===== src/rtl/alu64_exec_stage.sv =====
// 64-bit execute-stage ALU (AND/OR/ADD/SUB/PASS/NOR) with NZVC flags feeding a 2-entry output queue.
// Latency: 1 cycle; the result is written at the accepting edge and is visible at the head on the next cycle.
// Backpressure: in_ready is registered (count<2) and never depends combinationally on out_ready.
module alu64_exec_stage #(
  parameter int WIDTH = 64
) (
  input  logic             clk,
  input  logic             rst,
  input  logic             in_valid,
  output logic             in_ready,
  input  logic [3:0]       operation,
  input  logic [WIDTH-1:0] a,
  input  logic [WIDTH-1:0] b,
  output logic             out_valid,
  input  logic             out_ready,
  output logic [WIDTH-1:0] result,
  output logic             zero,
  output logic             negative,
  output logic             overflow,
  output logic             carry,
  output logic             illegal_op
);

  localparam logic [3:0] OP_AND  = 4'b0000;
  localparam logic [3:0] OP_OR   = 4'b0001;
  localparam logic [3:0] OP_ADD  = 4'b0010;
  localparam logic [3:0] OP_SUB  = 4'b0110;
  localparam logic [3:0] OP_PASS = 4'b0111;
  localparam logic [3:0] OP_NOR  = 4'b1100;
  localparam int         MSB     = WIDTH - 1;

  typedef struct packed {
    logic [WIDTH-1:0] res;
    logic             z;
    logic             n;
    logic             v;
    logic             c;
    logic             ill;
  } entry_t;

  entry_t           r_mem [2];
  logic             r_head;
  logic             r_tail;
  logic [1:0]       r_count;
  logic             r_in_ready;

  logic             w_is_sub;
  logic [WIDTH-1:0] w_b_op;
  logic [WIDTH:0]   w_sum;
  entry_t           w_entry;
  entry_t           w_head;
  logic             w_push;
  logic             w_pop;
  logic [1:0]       w_count_nxt;

  // SUB reuses the adder as a + ~b + 1 so carry out of the MSB means "no borrow".
  assign w_is_sub = (operation == OP_SUB);
  assign w_b_op   = w_is_sub ? ~b : b;
  assign w_sum    = {1'b0, a} + {1'b0, w_b_op} + {{WIDTH{1'b0}}, w_is_sub};

  // Decode the operation into a complete queue entry; illegal codes leave every field 0 except illegal_op.
  always_comb begin
    w_entry = '0;
    case (operation)
      OP_AND:  w_entry.res = a & b;
      OP_OR:   w_entry.res = a | b;
      OP_ADD: begin
        w_entry.res = w_sum[WIDTH-1:0];
        w_entry.c   = w_sum[WIDTH];
        w_entry.v   = (a[MSB] == b[MSB]) && (w_sum[MSB] != a[MSB]);
      end
      OP_SUB: begin
        w_entry.res = w_sum[WIDTH-1:0];
        w_entry.c   = w_sum[WIDTH];
        w_entry.v   = (a[MSB] != b[MSB]) && (w_sum[MSB] != a[MSB]);
      end
      OP_PASS: w_entry.res = b;
      OP_NOR:  w_entry.res = ~(a | b);
      default: w_entry.ill = 1'b1;
    endcase
    if (!w_entry.ill) begin
      w_entry.z = (w_entry.res == '0);
      w_entry.n = w_entry.res[MSB];
    end
  end

  assign out_valid = (r_count != 2'd0);
  assign in_ready  = r_in_ready;
  assign w_push    = in_valid && r_in_ready;
  assign w_pop     = out_valid && out_ready;

  // Occupancy after this edge; a simultaneous push and pop leaves it unchanged.
  always_comb begin
    w_count_nxt = r_count;
    if (w_push && !w_pop) begin
      w_count_nxt = r_count + 2'd1;
    end else if (w_pop && !w_push) begin
      w_count_nxt = r_count - 2'd1;
    end
  end

  // Queue storage, 1-bit wrapping pointers and registered in_ready; reset wins over any push/pop.
  always_ff @(posedge clk) begin
    if (rst) begin
      r_mem[0]   <= '0;
      r_mem[1]   <= '0;
      r_head     <= 1'b0;
      r_tail     <= 1'b0;
      r_count    <= 2'd0;
      r_in_ready <= 1'b1;
    end else begin
      if (w_push) begin
        r_mem[r_tail] <= w_entry;
        r_tail        <= ~r_tail;
      end
      if (w_pop) begin
        r_head <= ~r_head;
      end
      r_count    <= w_count_nxt;
      r_in_ready <= (w_count_nxt < 2'd2);
    end
  end

  // Outputs always present the head entry, forced to 0 while the queue is empty.
  assign w_head     = out_valid ? r_mem[r_head] : '0;
  assign result     = w_head.res;
  assign zero       = w_head.z;
  assign negative   = w_head.n;
  assign overflow   = w_head.v;
  assign carry      = w_head.c;
  assign illegal_op = w_head.ill;

endmodule


===== config.mk =====
export PLATFORM = sky130hd
export DESIGN_NAME = alu64_exec_stage
export DESIGN_NICKNAME = d
export VERILOG_FILES = /design/src/rtl/alu64_exec_stage.sv
export SDC_FILE = /design/constraint.sdc
export NUM_CORES = 1
export LEC_CHECK = 0
export ABC_CLOCK_PERIOD_IN_PS = 8700
export CAP_MARGIN = 30
export CORE_AREA = 2 2 190 192
export DETAILED_ROUTE_END_ITERATION = 8
export DIE_AREA = 0 0 192 194
export SKIP_LAST_GASP = 1
export SYNTH_ARGS = -nofsm -noshare
export SYNTH_HDL_FRONTEND = slang
export SYNTH_SLANG_ARGS = --single-unit

===== constraint.sdc =====
create_clock -name clk -period 8.7 [get_ports clk]
set_clock_uncertainty 0.1 [all_clocks]
set_input_delay 2.61 -clock clk [delete_from_list [all_inputs] [get_ports clk]]
set_output_delay 2.61 -clock clk [all_outputs]
set_load 0.01 [all_outputs]

# Word-level counts from Yosys, hierarchy flattened
# Memory sizes are Yosys's and may differ from the RTL's. A register that Yosys moved wholly into a read port is not among the register bits.
# Cells that the tools add are included.
# op_classes
add_sub_neg,4
magnitude_cmp,1
eq_ne,8
mux,18
bitwise_logic,6
n_reduce_logical,14
# ops
operator,count
$pmux 64 s5,1
$mux 69,2
$not 64->64,2
$reduce_or 69->1,1
$add 64x64->65,1
$add 65x1->65,1
$and 64x64->64,1
$logic_not 64->1,1
$mux 64,1
$or 64x64->64,1
$mux 1,10
$eq 4x3->1 const B,2
$logic_and 1x1->1,6
$mux 2,3
$reduce_or 6->1,1
$eq 4x1->1 const B,1
$eq 4x2->1 const B,1
$eq 4x4->1 const B,1
$logic_not 4->1,1
$pmux 2 s2,1
$add 2x1->2 const B,1
$logic_not 1->1,2
$lt 2x2->1 const B,1
$ne 1x1->1,2
other kinds (5),6
# word_totals
regBits,5
ramBits,138
inputBits,136
output_inout_bits,71
wordCells,56
n_memories,1
# memory_table
memory,words,word_bits,rd,rd_clocked_by_memory_dff,write_ports,line_no,source
r_mem,2,69,1,1,2,41,entry_t r_mem [2];

# Depth between registers and ports, before layout
# Gate-level depths: netlist of run 1.
# logic_depth
ltp_word,8
mapped_depth,24
mapped_depth_nobuf,16

# Worst setup path after synthesis of run 1
# Ideal clock, no wire load.
# synth_path
kind,in2reg
from,in operation[1]
to,"mem r_mem[0][4] (netlist bit), data pin"
setup_ns,0.157
t_arrival_ns,7.360
required_time_ns,8.443
slack_ns,1.083
stages,23
n_path_buf,8
cell_sequence,buf_4 nor3b_2 clkbuf_8 clkbuf_1 buf_2 buf_2 clkbuf_8 nand2_1 clkbuf_1 xnor2_1 ha_1 clkbuf_1 a21o_1 o21bai_1 a221oi_1 nand4_1 a211oi_1 o31ai_2 xnor2_1 a221oi_2 o2111ai_1 a211o_2 nor3_1
# synth_lines
item,line_no,source
from (decl),11,"input logic [3:0] operation,"
to (decl),41,

==> reports/results.txt, run 1 <==
The run finished with clean final reports. The setup TNS is 0 ns, and the upper clock frequency limit is 0.1297 GHz. The setup check on the worst reg-to-reg path leaves a slack of 6.25 ns. In this run, the number of DRC markers left after iteration 0 of detailed routing was 1478.

Routability-driven placement finished with a final weighted congestion of 0.9794. The synthesized netlist occupies a cell area of 14960 sq um. The run gives 0 as the number of instances resized during post-cts repair.

STA classifies the critical path endpoint as a register. STA puts the critical path data required time at 8.85 ns. Clock-pin slew was measured on the worst setup and hold paths at 0.06 ns.

The async set or reset register ratio after synthesis came out at 0%. Sorting the synthesized cells by area gives the leading types as sky130_fd_sc_hd__edfxtp_1 (28%), sky130_fd_sc_hd__nor2_1 (7.0%), sky130_fd_sc_hd__ha_1 (6.8%). After detailed routing, the wire length on met1 is 26130 um.

For this block, the via count after detailed routing is 15170. Across the run, the number of max-cap violations was 0. The detailed route wirelength on metal2 was 24460 um. For the number of top-level pins, the log shows 207. Category of the worst setup path launch point: an input port. The worst register-to-register path ends at r_mem[0][12]$_SDFFCE_PN0P_. In this run the clock root is driven by a sky130_fd_sc_hd__clkbuf_16. Post-layout total power: 2751 uW. Data on the critical path arrives at its endpoint at 7.86 ns. The dominant register cell in the synthesized netlist is sky130_fd_sc_hd__edfxtp_1.

The tree built by TritonCTS fans out to 144 sinks. The tools report the post-CTS repair timing setup buffer count as 0. The number of nets with antenna violations after detailed routing was 0. The tools report the aggregate global-route resource usage as 29.88%.

The clock passes through at most 2 buffers. The repair_antennas step left the layout with diodes totalling 0. The post-synthesis sequential element count was 144. The worst setup path is of the in2reg kind. The tools report the initial core utilization as 42.47%. In the layout the commonest cells are sky130_fd_sc_hd__nor2_1 (280), sky130_fd_sc_hd__clkdlybuf4s50_1 (204), sky130_fd_sc_hd__nand2_1 (178), sky130_fd_sc_hd__a21oi_1 (146), sky130_fd_sc_hd__edfxtp_1 (138).

The post-route DRC violation count is 0. The run gives 0 as the number of setup violations in the final report. The via count of the first global-routing pass is 13860, and the final-stage net count is 2183.

For the number of buffers created by CTS, the log shows 17. For the count of final max-slew check failures, the log shows 0. Maximum number of pins on one net before global-route repair: 71. The post-synthesis cell type count came out at 116. The launch point of the worst hold path is r_count[0]$_SDFFE_PP0P_. The final cell count without fillers was 2439; the worst-path maximum fanout was 59. The count of buffers from port buffering was 206. The tools report the number of placement rows as 69.

For hold timing, the worst endpoint is r_count[0]$_SDFFE_PP0P_. The worst pin sits at a relative slew slack of 28.29%. Across the VDD grid, the largest voltage drop is 0.2513 mV. In this run the number of H-tree levels came out at 4. The number of cells on the worst reg-to-reg path is 3, and the worst slack at placement is 0.7107 ns.

Counting every instance in the synthesized netlist gives 1823. The run gives 0 as the initial antenna violation count. TritonCTS built the clock tree. The mean cell area of the mapped netlist is 8.207 sq um.

The tools report the source of the worst register-to-register timing path as in_ready$_SDFF_PP1_. The first-pass detailed-route iteration total came out at 8. In this run the horizontal extent of the chip is 192 um.

The area of the die was 37250 sq um; the number of enable-type register cells in the synthesized netlist was 138. The final layout contains routed wiring with a total length of 57070 um. The fraction of final layout cells sized beyond drive strength 1 is 7.331%, and the sequential element share of the synthesized area is 28.50%. The proportion of netlist area held by the largest area contributor was 27.70%. Fill cells in the final layout number 3398.

After layout, the worst setup slack is 0.9869 ns. For the worst-skew pair, the clock arrives at the later sink with an insertion delay of 0.41 ns. Using the TritonRoute via totals, the vias-per-cell ratio works out to 6.219. Setup repair after global routing left no endpoint under its margin. The library cell used most frequently in the layout, excluding fill and tap cells, is sky130_fd_sc_hd__nor2_1.

After clock tree synthesis, the flow added hold-fix buffers numbering 0. Dividing the final minimum period by the clock period gives 88.66%. Subtracting the final worst setup slack from the clock period gives 7.713 ns. The run gives 2041 as the synthesized net count. The core area came out at 35220 sq um. Compared with the post-synthesis result, the final layout area differs by 19.76%. The tightest min-delay check is of the reg2reg type.

At the pin with the least slew margin, the transition time is 1.049 ns. The Yosys step of the flow raised 0 warnings. For the half-perimeter wire length after detailed placement, the log shows 43390 um. For the aggregate global routing overflow, the log shows 0. The library cell with the largest summed area after synthesis was sky130_fd_sc_hd__edfxtp_1. The tools report the leakage power as 0.006161 uW.

Power spread over the standard cell area amounts to 153.5 nW/um^2. In this run, placement finished with an instance count of 2407. Average wire per standard cell: 23.40 um.

The count of cells along the worst hold path came out at 2. In this run the top signal layer used is met4. The die height was 194 um; the first-pass GRT wire length was 84780 um.

The final count of hold timing violations came out at 0. The routed wire length on met3 is 4896 um.
[synth_stat cells, types with 24 or more instances]
| cell | count |
|---|---|
| sky130_fd_sc_hd__buf_2 | 32 |
| sky130_fd_sc_hd__nor3_1 | 53 |
| sky130_fd_sc_hd__maj3_1 | 33 |
| sky130_fd_sc_hd__nor2_1 | 280 |
| sky130_fd_sc_hd__mux2i_1 | 77 |
| sky130_fd_sc_hd__o21a_1 | 29 |
| sky130_fd_sc_hd__o21ai_0 | 102 |
| sky130_fd_sc_hd__a21oi_1 | 146 |
| sky130_fd_sc_hd__ha_1 | 81 |
| sky130_fd_sc_hd__inv_1 | 28 |
| sky130_fd_sc_hd__clkbuf_1 | 64 |
| sky130_fd_sc_hd__o31ai_1 | 26 |
| sky130_fd_sc_hd__xnor2_1 | 87 |
| sky130_fd_sc_hd__nand3_1 | 24 |
| sky130_fd_sc_hd__nand2_1 | 179 |
| sky130_fd_sc_hd__edfxtp_1 | 138 |
| sky130_fd_sc_hd__nand4_1 | 49 |
[worst max path at each step]
stage | from | to | slack (ns) | depth (start not counted)
global route | operation[1] | r_mem[1][4]$_SDFFCE_PN0P_ | 0.58 | 17
floorplan | operation[1] | r_mem[0][4]$_SDFFCE_PN0P_ | 1.08 | 23
finish | operation[3] | r_mem[0][4]$_SDFFCE_PN0P_ | 0.99 | 17
global placement | operation[1] | r_mem[0][4]$_SDFFCE_PN0P_ | 0.70 | 17
CTS | operation[3] | r_mem[0][4]$_SDFFCE_PN0P_ | 1.14 | 17
detailed placement | operation[3] | r_mem[0][4]$_SDFFCE_PN0P_ | 0.71 | 17
[metal layers]
metal | GRT usage (%) | vias to the layer above
li1 | - | 7073
met1 | 45.21 | 7250
met2 | 43.72 | 750
met3 | 3.964 | 94
met4 | 9.358 | 0
met5 | 0 | -
[through the flow]
step	hold slack [ns]	utilization, %	area, sq um
2_1_floorplan	0.3802	-	14960
3_3_place_gp	0.3965	49.23	17340
3_5_place_dp	0.4063	49.23	17340
4_1_cts	0.4224	50.87	17920
5_1_grt	0.4661	50.87	17920
6_report	0.4292	50.87	17920
[power by group]
| group | switching [uW] | leakage (uW) | total (uW) | internal [uW] |
|---|---|---|---|---|
| Combinational | 713 | 0.00437 | 1170 | 458 |
| Clock | 263 | 0.000275 | 706 | 444 |
| Sequential | 36.6 | 0.00152 | 873 | 836 |
[area by class of cell]
| class | instances | area, sq um | area share [%] |
|---|---|---|---|
| flip-flops and latches | 144 | 4268 | 23.82 |
| clock buffers | 18 | 429.2 | 2.395 |
| clock inverters | 14 | 147.6 | 0.8240 |
| repair buffers | 246 | 2377 | 13.27 |
| inverters | 30 | 112.6 | 0.6285 |
| well taps | 461 | 576.8 | 3.219 |
| multi-input cells | 1526 | 10010 | 55.84 |
[cells by family (layout without fill, tap and decap cells)]
group | after synthesis | count (layout) | share of synthesized area, %
buffers and inverters | 153 | 308 | 4.893
adders and majority gates | 115 | 115 | 9.116
muxes | 78 | 78 | 5.227
AOI/OAI and AO/OA | 519 | 519 | 23.67
and+or+nand+nor | 709 | 709 | 22.45
DFF | 144 | 144 | 28.50
xor gates and xnor gates | 105 | 105 | 6.147
[flip-flops by register name, indices dropped and copies added (netlist names), named ones only]
name      flops
r_head        1
in_ready      1
r_mem       138
r_tail        1
r_count       2
[worst max-delay path, cell delays in order]
cell	delay (ns)
sky130_fd_sc_hd__clkdlybuf4s50_1	0.46
sky130_fd_sc_hd__nor3b_4	0.25
sky130_fd_sc_hd__nand2_4	0.12
sky130_fd_sc_hd__buf_12	0.22
sky130_fd_sc_hd__xnor2_1	0.22
sky130_fd_sc_hd__ha_1	0.38
sky130_fd_sc_hd__a21oi_1	0.37
sky130_fd_sc_hd__o21ai_0	0.27
sky130_fd_sc_hd__a22oi_1	0.29
sky130_fd_sc_hd__a21oi_1	0.12
sky130_fd_sc_hd__nor3_2	0.42
sky130_fd_sc_hd__a311oi_1	0.22
sky130_fd_sc_hd__xnor2_1	0.29
sky130_fd_sc_hd__o21ai_0	0.12
sky130_fd_sc_hd__a2111oi_0	0.91
sky130_fd_sc_hd__nand4_1	0.24
sky130_fd_sc_hd__nor3_1	0.25
No activity file was read; power rests on OpenSTA's default activity.
==> inputs of run 2 (changes only) <==
--- a/config.mk
+++ b/config.mk
@@ -7,9 +7,9 @@
 export LEC_CHECK = 0
 export ABC_CLOCK_PERIOD_IN_PS = 8700
 export CAP_MARGIN = 30
-export CORE_AREA = 2 2 190 192
+export CORE_AREA = 2 2 244 150
 export DETAILED_ROUTE_END_ITERATION = 8
-export DIE_AREA = 0 0 192 194
+export DIE_AREA = 0 0 246 152
 export SKIP_LAST_GASP = 1
 export SYNTH_ARGS = -nofsm -noshare
 export SYNTH_HDL_FRONTEND = slang
==> reports/results.txt, run 2 (synthesis gave the netlist of run 1 again) <==
The run finished with clean final reports. The period utilization works out to 87.39% (-1.3 points). The total power per unit cell area is 155.3 nW/um^2 (+1.2%). For the via count of the first global-routing pass, the log shows 14190 (+2.4%). TritonCTS built the clock tree. The number of placement rows was 54 (-22%).

Minimum clock period: 7.603 ns (-0.1104 ns). The number of top-level pins came out at 207 (unchanged). The TritonCTS sink count is 144 (unchanged), and the die height is 152 um (-22%). The post-CTS clock slew at the launch and capture registers of the worst setup and hold paths is 0.06 ns (about the same), and the count of final max-slew check failures is 0 (unchanged). The area of the die came out at 37390 sq um (+0.39%). The aggregate global routing overflow was 0 (unchanged); the setup TNS was 0 ns (unchanged).

The flip-flop count of the largest register after layout was 138 (unchanged). The top cell types in the final layout, fill and taps aside, are sky130_fd_sc_hd__nor2_1 (280), sky130_fd_sc_hd__clkdlybuf4s50_1 (204), sky130_fd_sc_hd__nand2_1 (178), sky130_fd_sc_hd__a21oi_1 (146), sky130_fd_sc_hd__edfxtp_1 (138). Family of cells with the greatest summed delay on the critical path: compound AO/OA/AOI/OAI gates.

The tools report the half-perimeter wire length after detailed placement as 44820 um (+3.3%). The largest registers in the layout are r_mem x138, r_count x2. The tools report the area used by multi-input combinational logic as 10010 sq um (unchanged). The library cell used most frequently in the layout, excluding fill and tap cells, is sky130_fd_sc_hd__nor2_1.

The number of max-cap violations was 0 (unchanged). The aggregate global-route resource usage was 30.73% (+0.85 points); the initial core utilization was 42.18% (-0.30 points). The post-CTS repair timing setup buffer count was 0 (unchanged); the worst slack at placement was 0.8779 ns (+0.1672 ns).

For the worst-case headroom to the max-slew limit, the log shows 34.82% (+6.5 points). The final-stage net count is 2193 (+0.46%). The run gives 7.76 ns (-0.10 ns) as the critical path arrival. The library cell used as clock root buffer was sky130_fd_sc_hd__clkbuf_16. Critical path data required time: 8.85 ns (about the same). The transition at the pin with the smallest max-transition slack is 0.9777 ns (-0.07085 ns). The logs give 4268 sq um (unchanged) for the storage element area and 6 (-2) for the first-pass detailed-route iteration total.

The number of buffers created by CTS came out at 17 (unchanged). The cell repeated most along the worst path is sky130_fd_sc_hd__buf_4. The count of cells along the worst hold path is 2 (unchanged).

For the leakage power, the log shows 0.006206 uW (+0.73%). The first-pass GRT wire length is 88280 um (+4.1%), and the wire length reported by the detailed router is 58610 um (+2.7%). Category of the worst setup path launch point: an input port. The count of buffering cells on the critical path with inverters included was 3 (+1); the area growth from synthesis to layout was 20.42%.

The number of instances resized during post-cts repair is 0 (unchanged), and the maximum number of pins on one net before global-route repair is 70 (-1.4%). Among all stages on the critical path, the largest delay is contributed by sky130_fd_sc_hd__a211oi_4. The logs give 0.1315 GHz (+1.5%) for the upper clock frequency limit and 2 (unchanged) for the maximum clock path buffer count. The source of the worst register-to-register timing path is in_ready$_SDFF_PP1_. The worst setup path is captured at a register.

Delay of the slowest critical-path stage: 0.52 ns (-0.39 ns). The tools report the number of buffers inserted by hold repair at cts as 0 (unchanged). The total number of vias was 15400 (+1.5%).

In this run the most critical hold path is launched from r_head$_SDFFE_PP0P_. The fraction of final layout cells sized beyond drive strength 1 was 7.948% (+0.62 points). The number of setup violations in the final report is 0 (unchanged). In this run the critical register-to-register path is captured at r_mem[1][27]$_SDFFCE_PN0P_. The number of cells on the worst reg-to-reg path is 5 (+2).

The type of the worst min-delay path is reg2reg. The logs give 0.41 ns (about the same) for the worst-skew pair later-pin latency and 4 (unchanged) for the CTS H-tree depth. The setup slack after layout was 1.097 ns (+0.1104 ns). For the number of nets with antenna violations after detailed routing, the log shows 0 (unchanged).

Ranked by flip-flop count, first place goes to r_mem. The via-per-instance ratio came out at 6.250 (+0.51%). The logs give 0 (unchanged) for the post-route DRC violation count and 1.041 (+6.3%) for the routability congestion estimate from global placement.

The worst setup path is of the in2reg kind. Chip width: 246 um (+28%). The critical path goes through clkdlybuf4s50_1 -> nor3b_4 -> nand2_4 -> buf_4 -> xnor2_1 -> ha_1 -> a21oi_1 -> o21ai_0 -> a22oi_1 -> nand2_1 -> a211oi_4 -> nand3_1 -> mux2i_1 -> or2_2 -> a2111oi_0 -> buf_4 -> nand4_1 -> nor3_1. The run gives 0 (unchanged) as the final count of hold timing violations.

The tools report the fill cell total of the finished layout as 3407 (+0.26%). The average wire per standard cell works out to 23.79 um (+1.7%). The tools report the utilization after layout as 50.79% (-0.077 points). The worst-path maximum fanout is 18 (-69%). The DRC marker count from the first detailed-route iteration is 1875 (+27%). For the core area, the log shows 35470 sq um (+0.70%). The tools report the final hold slack as 0.4292 ns (+0.00006700 ns). The peak supply drop is 0.1416 mV (-44%). The initial antenna violation count is 1 (+1). Flop-to-flop setup slack: 6.07 ns (-0.18 ns). The antenna diode count was 0 (unchanged).

The count of buffers from port buffering was 206 (unchanged). Setup repair after global routing left no endpoint under its margin.
-- run 2: changes by cell type in the layout (fill, tap and decap cells not counted) --
cell,before,now
sky130_fd_sc_hd__buf_12,2,1
sky130_fd_sc_hd__buf_4,38,49
sky130_fd_sc_hd__clkinv_1,4,1
sky130_fd_sc_hd__clkinv_2,4,3
sky130_fd_sc_hd__clkinv_4,0,1
sky130_fd_sc_hd__clkinvlp_4,3,4
sky130_fd_sc_hd__inv_6,0,2
-- run 2: layer usage --
metal	wire length (um)	vias up	global-route usage (%)
li1	-	7088	-
met5	0	-	0
met2	22290	924	39.67
met4	1095	0	7.388
met3	7534	71	8.373
met1	27690	7317	49.00
-- run 2: worst max path at each step --
stage / cells past startpoint / endpoint / slack [ns] / start
floorplan: 23 / r_mem[0][4]$_SDFFCE_PN0P_ / 1.08 / operation[1]
global placement: 17 / r_mem[1][4]$_SDFFCE_PN0P_ / 0.89 / operation[1]
detailed placement: 18 / r_mem[0][4]$_SDFFCE_PN0P_ / 0.88 / operation[1]
CTS: 18 / r_mem[0][4]$_SDFFCE_PN0P_ / 1.29 / operation[1]
global route: 17 / r_mem[0][4]$_SDFFCE_PN0P_ / 0.85 / operation[1]
finish: 18 / r_mem[0][4]$_SDFFCE_PN0P_ / 1.10 / operation[1]
-- run 2: through the flow --
stage | power, uW | cell area, sq um | std cells
2_1_floorplan | 1599 | 14960 | 1823
3_3_place_gp | 2044 | 17420 | 2432
3_5_place_dp | 2056 | 17420 | 2432
4_1_cts | 2778 | 18020 | 2464
5_1_grt | 2931 | 18020 | 2464
6_report | 2799 | 18020 | 2464
-- run 2: area by class of cell --
class | count | share of cell area (%)
multi-input cells | 1526 | 55.54
flip-flops and latches | 144 | 23.69
repair buffers | 256 | 13.54
well taps | 476 | 3.306
clock buffers | 18 | 2.382
clock inverters | 14 | 0.9167
inverters | 30 | 0.6250
-- run 2: where the power goes --
part	switching, uW	internal [uW]
combinational	741	464
clock	274	450
sequential	33.7	836
-- run 2: worst reg2reg max path, stage by stage, from the launching register on --
cell                       delay (ns)
sky130_fd_sc_hd__dfxtp_1         0.32
sky130_fd_sc_hd__nand2_1         0.21
sky130_fd_sc_hd__nor2_1          0.29
sky130_fd_sc_hd__nand2_2         0.10
sky130_fd_sc_hd__nand2b_2        0.56
sky130_fd_sc_hd__buf_4           0.65
==> inputs of run 3 (changes only) <==
--- a/config.mk
+++ b/config.mk
@@ -7,9 +7,9 @@
 export LEC_CHECK = 0
 export ABC_CLOCK_PERIOD_IN_PS = 8700
 export CAP_MARGIN = 30
-export CORE_AREA = 2 2 244 150
+export CORE_AREA = 2 2 253 155
 export DETAILED_ROUTE_END_ITERATION = 8
-export DIE_AREA = 0 0 246 152
+export DIE_AREA = 0 0 255 157
 export SKIP_LAST_GASP = 1
 export SYNTH_ARGS = -nofsm -noshare
 export SYNTH_HDL_FRONTEND = slang
==> reports/results.txt, run 3 (synthesis gave the netlist of run 1 again) <==
The logs give 10010 sq um (unchanged) for the area used by multi-input combinational logic and 0 (unchanged) for the count of final max-slew check failures. The largest registers in the layout are r_mem x138, r_count x2. The post-route DRC violation count was 0 (unchanged); the initial core utilization was 39.89% (-2.3 points). The via-per-instance ratio was 6.200 (-0.79%); the number of setup violations in the final report was 0 (unchanged). The worst-skew pair later-pin latency was 0.41 ns (about the same); the aggregate global-route resource usage was 31.83% (+1.1 points). The final-stage net count was 2196 (+0.14%).

The leakage power was 0.006210 uW (about the same); the TritonCTS sink count was 144 (unchanged). The storage element area was 4268 sq um (unchanged). The total number of vias came out at 15530 (+0.86%). The chip width came out at 255 um (+3.7%). The via count of the first global-routing pass was 13790 (-2.9%).

For the maximum clock path buffer count, the log shows 2 (unchanged). For the wire length reported by the detailed router, the log shows 64740 um (+10%). The area of the die was 40040 sq um (+7.1%); the number of buffers created by CTS was 17 (unchanged).

The logs give 0 (unchanged) for the final count of hold timing violations and 52.99% (+4.0 points) for the met1 demand-to-capacity share in global routing. The minimum clock period is 8.026 ns (+0.4235 ns), and the routability congestion estimate from global placement is 1.050 (+0.85%). The number of nets with antenna violations after detailed routing was 0 (unchanged); the fill cell total of the finished layout was 3641 (+6.9%). Setup repair after global routing left no endpoint under its margin.

The most common library cell in the layout ignoring fill and taps is sky130_fd_sc_hd__nor2_1. The upper clock frequency limit is 0.1246 GHz (-5.3%), and the maximum number of pins on one net before global-route repair is 71 (+1.4%). The critical path data required time is 8.85 ns (about the same). For the aggregate global routing overflow, the log shows 0 (unchanged). The run finished with clean final reports. The utilization after layout was 48.20% (-2.6 points). Category of the worst setup path launch point: an input port. The core area is 37500 sq um (+5.7%), and the die height is 157 um (+3.3%).

The tree is rooted in a sky130_fd_sc_hd__clkbuf_16. The number of top-level pins is 207 (unchanged), and the period utilization is 92.25% (+4.9 points). The transition at the pin with the smallest max-transition slack came out at 1.211 ns (+0.2332 ns). The first-pass detailed-route iteration total came out at 6 (unchanged).

The register ranked first by flip-flop count was r_mem. The count of buffers from port buffering was 206 (unchanged); the number of placement rows was 55 (+1.9%). In this run the most used layer during global routing was met1. The CTS H-tree depth is 4 (unchanged), and the count of cells along the worst hold path is 2 (unchanged).

The critical path is of the in2reg type. Fraction of final layout cells sized beyond drive strength 1: 8.086% (+0.14 points). The run gives 39.21% (-0.47 points) as the met2 global-route usage. The tools report the worst-case headroom to the max-slew limit as 19.27% (-16 points). The kind of capture point of the worst setup path is a register. TritonCTS built the clock tree. The run gives 1 (unchanged) as the initial antenna violation count. The number of cells on the worst reg-to-reg path is 5 (unchanged), and the first-pass GRT wire length is 93130 um (+5.5%).

The area growth from synthesis to layout came out at 20.83%. The post-CTS repair timing setup buffer count is 0 (unchanged), and the critical path arrival is 8.18 ns (+0.42 ns). Setup TNS: 0 ns (unchanged).

The number of max-cap violations was 0 (unchanged); the peak supply drop was 0.1484 mV (+4.8%). The worst-path maximum fanout is 47 (+29). The tools report the number of instances resized during post-cts repair as 0 (unchanged). The met3 track utilization from global routing was 8.550% (+0.18 points).

Leaving out fill and tap cells, the most frequent cells in the layout are sky130_fd_sc_hd__nor2_1 (280), sky130_fd_sc_hd__clkdlybuf4s50_1 (204), sky130_fd_sc_hd__nand2_1 (178), sky130_fd_sc_hd__a21oi_1 (146), sky130_fd_sc_hd__edfxtp_1 (138). The average wire per standard cell is 25.85 um (+8.7%), and the DRC marker count from the first detailed-route iteration is 2085 (+11%). The total power per unit cell area is 155.1 nW/um^2 (-0.17%), and the post-CTS clock slew at the launch and capture registers of the worst setup and hold paths is 0.06 ns (about the same). The run gives 50570 um (+13%) as the half-perimeter wire length after detailed placement. The type of the worst min-delay path is reg2reg. For the number of buffers inserted by hold repair at cts, the log shows 0 (unchanged). Flip-flop count of the largest register after layout: 138 (unchanged).
==> run 3: metal layers <==
metal,up-vias,wire length [um]
met5,-,0
met4,0,810
met3,56,7491
met2,826,23500
met1,7535,32940
li1,7115,-
==> run 3: per-stage QoR <==
step                      setup slack, ns  hold slack (ns)  power (uW)  instance area [sq um]  std cells
after global routing               0.6596           0.4501        2932                  18080       2505
after CTS                          0.8460           0.4168        2780                  18070       2504
after floorplan                     1.083           0.3802        1599                  14960       1823
after global placement             0.3957           0.3955        2095                  17500       2472
final                              0.6739           0.4095        2803                  18080       2505
after detailed placement           0.4240           0.3981        2092                  17500       2472
==> run 3: worst paths after layout <==
check	from	endpoint	slack, ns
min reg2reg	r_head$_SDFFE_PP0P_	r_head$_SDFFE_PP0P_	0.41
max	operation[1]	r_mem[0][4]$_SDFFCE_PN0P_	0.67
max reg2reg	in_ready$_SDFF_PP1_	r_mem[0][1]$_SDFFCE_PN0P_	6.08
min	r_head$_SDFFE_PP0P_	r_head$_SDFFE_PP0P_	0.41
==> run 3: power by group <==
group / internal [uW] / switching (uW)
clock network: 418 / 269
registers: 836 / 33.3
logic: 466 / 780
==> run 3: cell type report <==
type,count,area share (%)
clock buffers,17,2.353
inverters,30,0.6229
clock inverters,15,0.8098
diodes,1,0.01384
flip-flops and latches,144,23.61
well taps,513,3.551
multi-input cells,1526,55.35
repair buffers,259,13.69
==> run 3: worst max-delay path, stage by stage <==
cell and delay, ns:
sky130_fd_sc_hd__clkdlybuf4s50_1 0.55, sky130_fd_sc_hd__nor3b_4 0.28, sky130_fd_sc_hd__nand2_4 0.09, sky130_fd_sc_hd__buf_12 0.21, sky130_fd_sc_hd__xnor2_1 0.27, sky130_fd_sc_hd__inv_1 0.08
sky130_fd_sc_hd__fa_1 0.40, sky130_fd_sc_hd__nand2b_1 0.18, sky130_fd_sc_hd__a211o_1 0.37, sky130_fd_sc_hd__a211oi_2 0.47, sky130_fd_sc_hd__o31ai_1 0.14, sky130_fd_sc_hd__a21boi_0 0.26
sky130_fd_sc_hd__mux2_2 0.37, sky130_fd_sc_hd__nor3_1 0.72, sky130_fd_sc_hd__buf_4 0.28, sky130_fd_sc_hd__and2_0 0.14, sky130_fd_sc_hd__nor4bb_1 0.32, sky130_fd_sc_hd__nand4_1 0.16
sky130_fd_sc_hd__nor3_1 0.22
